<file path="src/rtl/barrel_shifter_pkg.sv">
// Shared types and constants for the barrel shifter/rotator.
package barrel_shifter_pkg;

  // Operation select; the reserved encoding behaves as a rotate.
  typedef enum logic [1:0] {
    MODE_ROT  = 2'b00,
    MODE_LSL  = 2'b01,
    MODE_ASR  = 2'b10,
    MODE_RSVD = 2'b11
  } mode_e;

  localparam logic DIR_RIGHT = 1'b0;
  localparam logic DIR_LEFT  = 1'b1;

  // Rotates wrap bits around; everything else fills vacated positions.
  function automatic logic is_rotate(input mode_e mode);
    return (mode == MODE_ROT) || (mode == MODE_RSVD);
  endfunction

endpackage

</file>
<file path="src/rtl/barrel_stage.sv">
// One mux layer of the right-shift network: moves data right by DIST when enabled.
// Rotates wrap the low bits to the top; shifts fill the vacated top bits with fill_i.
module barrel_stage
  import barrel_shifter_pkg::*;
#(
  parameter int unsigned WIDTH = 4,
  parameter int unsigned DIST  = 1
) (
  input  logic [WIDTH-1:0] data_i,
  input  logic             en_i,
  input  mode_e            mode_i,
  input  logic             fill_i,
  output logic [WIDTH-1:0] data_o
);

  logic [WIDTH-1:0] fill_mask;
  logic [WIDTH-1:0] shifted;
  logic [WIDTH-1:0] wrapped;

  // Select between pass-through, wrapped rotate and filled shift.
  always_comb begin
    fill_mask = ~({WIDTH{1'b1}} >> DIST);
    shifted   = (data_i >> DIST) | (fill_i ? fill_mask : '0);
    wrapped   = (data_i >> DIST) | (data_i << (WIDTH - DIST));
    data_o    = data_i;
    if (en_i) begin
      data_o = is_rotate(mode_i) ? wrapped : shifted;
    end
  end

endmodule

</file>
<file path="src/rtl/barrel_shifter.sv">
// Single-cycle barrel shifter/rotator with registered result.
// Left operations reuse the right-shift network by bit-reversing its input and output.
// Optional: define BARREL_SHIFTER_ZERO_FLAG_EN to add a registered zero flag output.
module barrel_shifter
  import barrel_shifter_pkg::*;
#(
  parameter int unsigned WIDTH = 4,
  localparam int unsigned SHW  = $clog2(WIDTH)
) (
  input  logic             clk,
  input  logic             rst_n,
  input  logic [WIDTH-1:0] A,
  input  logic [SHW-1:0]   s,
  input  logic             dir,
  input  logic [1:0]       mode,
  input  logic             in_valid,
  output logic [WIDTH-1:0] y,
  output logic             out_valid
`ifdef BARREL_SHIFTER_ZERO_FLAG_EN
  ,
  output logic             zero
`endif
);

  mode_e            op_mode;
  logic             fill;
  logic [WIDTH-1:0] a_rev;
  logic [WIDTH-1:0] net_in;
  logic [WIDTH-1:0] net_out;
  logic [WIDTH-1:0] net_out_rev;
  logic [WIDTH-1:0] y_d;
  logic [WIDTH-1:0] y_q;
  logic             out_valid_q;
  logic [WIDTH-1:0] stage_data [SHW+1];

  assign op_mode = mode_e'(mode);

  // Bit-reversal wrappers around the right-shift network.
  for (genvar i = 0; i < WIDTH; i++) begin : g_rev
    assign a_rev[i]       = A[WIDTH-1-i];
    assign net_out_rev[i] = net_out[WIDTH-1-i];
  end

  // Fill bit: sign only for arithmetic right; arithmetic left fills like logical left.
  always_comb begin
    fill = 1'b0;
    if (op_mode == MODE_ASR && dir == DIR_RIGHT) begin
      fill = A[WIDTH-1];
    end
  end

  // Route operand into the network, reversed for left operations.
  always_comb begin
    net_in = (dir == DIR_LEFT) ? a_rev : A;
  end

  assign stage_data[0] = net_in;

  for (genvar k = 0; k < SHW; k++) begin : g_stage
    barrel_stage #(
      .WIDTH (WIDTH),
      .DIST  (32'd1 << k)
    ) u_stage (
      .data_i (stage_data[k]),
      .en_i   (s[k]),
      .mode_i (op_mode),
      .fill_i (fill),
      .data_o (stage_data[k+1])
    );
  end

  assign net_out = stage_data[SHW];

  // Undo the reversal for left operations.
  always_comb begin
    y_d = (dir == DIR_LEFT) ? net_out_rev : net_out;
  end

  // Output register: result captured on accepted inputs, valid tracks in_valid.
  always_ff @(posedge clk or negedge rst_n) begin
    if (!rst_n) begin
      y_q         <= '0;
      out_valid_q <= 1'b0;
    end else begin
      out_valid_q <= in_valid;
      if (in_valid) begin
        y_q <= y_d;
      end
    end
  end

  assign y         = y_q;
  assign out_valid = out_valid_q;

`ifdef BARREL_SHIFTER_ZERO_FLAG_EN
  logic zero_q;

  // Zero flag registered alongside y; resets high because y resets to zero.
  always_ff @(posedge clk or negedge rst_n) begin
    if (!rst_n) begin
      zero_q <= 1'b1;
    end else if (in_valid) begin
      zero_q <= (y_d == '0);
    end
  end

  assign zero = zero_q;
`endif

endmodule

</file>
<file path="config.mk">
export PLATFORM = sky130hd
export DESIGN_NAME = barrel_shifter
export DESIGN_NICKNAME = d
export VERILOG_FILES = /design/src/rtl/barrel_shifter_pkg.sv /design/src/rtl/barrel_stage.sv /design/src/rtl/barrel_shifter.sv
export SDC_FILE = /design/constraint.sdc
export NUM_CORES = 1
export LEC_CHECK = 0
export CAP_MARGIN = 20
export CORE_AREA = 2 2 39 41
export CTS_CLUSTER_SIZE = 24
export DETAILED_ROUTE_END_ITERATION = 12
export DIE_AREA = 0 0 41 43
export MAX_ROUTING_LAYER = met4
export PLACE_DENSITY = 0.66
export SLEW_MARGIN = 20
export SYNTH_ARGS = -nofsm -noshare
export SYNTH_HDL_FRONTEND = slang
export SYNTH_SLANG_ARGS = --single-unit
</file>
<file path="constraint.sdc">
create_clock -name clk -period 1 [get_ports clk]
set_input_delay 0.15 -clock clk [delete_from_list [all_inputs] [get_ports clk]]
set_output_delay 0.15 -clock clk [all_outputs]
set_load 0.05 [all_outputs]
</file>
==> results.cfg, run 1 <==
[placement]
gp_congestion = 0.8734
place_ws_ps = -693.1
io_buffers = 16
place_inst = 99
place_area_sq_um = 809.5
hpwl_mm = 1.015

[synthesis]
avgSynthCellArea_sq_um = 8.284
synth_common_cells = dfrtp_1 (5), nand2_1 (5), nand2b_1 (5), nor2_1 (5)
synth_flop_cell = dfrtp_1
syn-num-nets = 71
yosysTopAreaCellShare_pct = 26.04
synth_seq_area_share_pct = 26.04
yosysWarnings = 0
synthArstFlopShare_pct = 100.0
ys_ff_latch = 5
yosys-top-cells-area = dfrtp_1 (26%), mux4_2 (9.4%), mux2i_1 (8.3%), nand2b_1 (6.5%), a31oi_1 (5.2%)
synth-edff-count = 0
synth_largest_area_cell = dfrtp_1
yosysUniqueCellTypes = 26
syn_area_sq_um = 480.5
syn_inst = 58

[setup_path]
crit_slowest_cell = ha_4
critPathMaxStageDelay_ps = 250
r2r_cells = 3
worstPathArrival_ps = 1080
end_kind = flip-flop
r2r-start = y[3]$_DFFE_PN0P_
worstSetupPathType = in -> reg
startpoint_type = input port
r2r_slack_ps = 120
path_max_fanout = 5
crit_required_ps = 1110
cp_cell_sequence = buf_2, ha_4, buf_4, nand3_1, nand2_1, o211ai_1, a31oi_1
r2r-end = y[3]$_DFFE_PN0P_

[global_routing]
grt_pass1_vias = 588
grt_first_pass_wirelength_mm = 2.346
grt_max_degree = 12
antenna_found_initial = 0
overflow = 0
grt_usage_pct = 20.23

[pwr]
power.leakage_nw = 0.3994
power_density_mw_per_mm2 = 1106
ir_drop_mv = 0.4193

[floorplanning]
initial_core_util_pct = 34.72
dieArea_sq_mm = 0.001763
core_sq_mm = 0.001384
io_pins = 17
die_h_um = 43
die_x_um = 41
rows = 14

[detailed_routing]
ant_nets = 0
drt_first_pass_iters = 4
num_vias = 547
drc = 0
initialDrtViolationCount = 10
routed_via_density = 5.210
wl_per_cell_um = 13.26
routed_wl_mm = 1.392

[sta]
slew_headroom_pct = 84.71
slew_viol_final = 0
worst_slew_pin_slew_ps = 228.6
min_period_over_period_pct = 96.82
hold_viol = 0
skew_ps = 0
setup_viol = 0
period_minus_slack_ps = 968.2
max_freq_mhz = 1033
tns_ps = 0
layout_setup_ws_ps = 31.80
whs_ps = 132.4

[layout]
antenna_cells = 0
fillCellCount = 118
postLayoutCellArea_sq_um = 887.1
final-seq-area_sq_um = 126.4
syn2layout_area_growth_pct = 84.64
fin_nets = 103
finalNonFillerCells = 105
multiInputGateArea_sq_um = 397.9
drive_gt1_share_pct = 49.44

[cts]
clockRootBuffer = clkbuf_4
clkLatencyLatePin_ps = 240
htree_num_levels = 1
cts_tree = yes
numCtsBuffers = 3
ctsHoldBuffers = 0
path_clk_slew_ps = 40
clock_sinks = 5
clock_path_buffers = 2

[flow_run]
cap_viol_max_count = 0

[outcome]
status = finished clean

[hold_path]
min_path_type = in -> async
placed cells by master (no fill, tap or decap), types with 4 or more instances in the layout:
master | netlist | routed
a31oi_1 | 4 | 4
buf_12 | 0 | 5
buf_2 | 1 | 4
buf_4 | 1 | 13
buf_6 | 0 | 5
dfrtp_1 | 5 | 4
nand2_1 | 5 | 5
nand3_1 | 4 | 4
nor2_1 | 5 | 5
worst max-delay path by stage:
| stage | start | endpoint | slack (ps) | cells after the start |
|---|---|---|---|---|
| after global routing | mode[0] | y[1]$_DFFE_PN0P_ | -20 | 8 |
| after global placement | s[0] | y[0]$_DFFE_PN0P_ | -630 | 5 |
| after CTS | mode[1] | y[3]$_DFFE_PN0P_ | 6 | 6 |
| after floorplan | s[0] | y[0]$_DFFE_PN0P_ | -60 | 4 |
| final | mode[1] | y[1]$_DFFE_PN0P_ | 30 | 7 |
| after detailed placement | s[0] | y[1]$_DFFE_PN0P_ | -690 | 6 |
registers in the layout, summed over array words and instances, names as in the netlist:
signal / count
out_valid: 1
y: 4
power by group:
part	internal, mW	switching (mW)
clock network	0.151	0.0810
logic	0.265	0.231
registers	0.229	0.0250
total	0.644	0.337
metrics by stage:
step	total power, mW	utilization (%)
6_report	0.9809	64.10
5_1_grt	1.039	64.10
3_5_place_dp	0.7117	58.50
4_1_cts	0.9615	60.76
3_3_place_gp	0.7080	58.50
2_1_floorplan	0.4757	-
area by class of cell:
| class | instances | share of cell area, % |
|---|---|---|
| multi-input combinational | 47 | 44.85 |
| timing repair buffer | 30 | 34.41 |
| sequential | 5 | 14.25 |
| clock buffer | 4 | 2.962 |
| tap | 16 | 2.257 |
| inverter | 3 | 1.269 |
worst max-delay path, delay by kind of cell:
| kind | cells | cell delay (ps) |
|---|---|---|
| and+or+nand+nor | 2 | 150 |
| adders and majority gates | 1 | 250 |
| AOI/OAI and AO/OA | 2 | 270 |
| buffers and inverters | 2 | 250 |
cells by family after synthesis:
| logic type | Yosys count | synth area share [%] |
|---|---|---|
| buffers and inverters | 6 | 5.728 |
| adders and majority gates | 1 | 2.604 |
| and+or+nand+nor | 23 | 24.22 |
| AOI/OAI and AO/OA | 15 | 19.53 |
| xor gates and xnor gates | 1 | 1.823 |
| muxes | 7 | 20.05 |
| DFF | 5 | 26.04 |
layer usage:
metal / track usage, % / wire, um / vias up
li1: - / - / 274
met1: 23.05 / 568 / 252
met2: 29.38 / 732 / 17
met3: 1.571 / 61 / 4
met4: 18.67 / 29 / 0
met5: - / 0 / -
what timing repair did:
item,4_1_cts,5_1_grt
pin swaps,6,8
endpoints found under the setup margin,4,3
resized for setup,39,11
hold endpoints to repair,0,0
setup buffers,0,2
gates cloned,0,0
No activity file was read; power rests on OpenSTA's default activity.
==> run 2, diff against run 1 <==
TNS_END_PERCENT = 100   (was not set)
==> results of run 2 <==
Same layout as run 1: the final DEF is identical, and so are final timing and power.
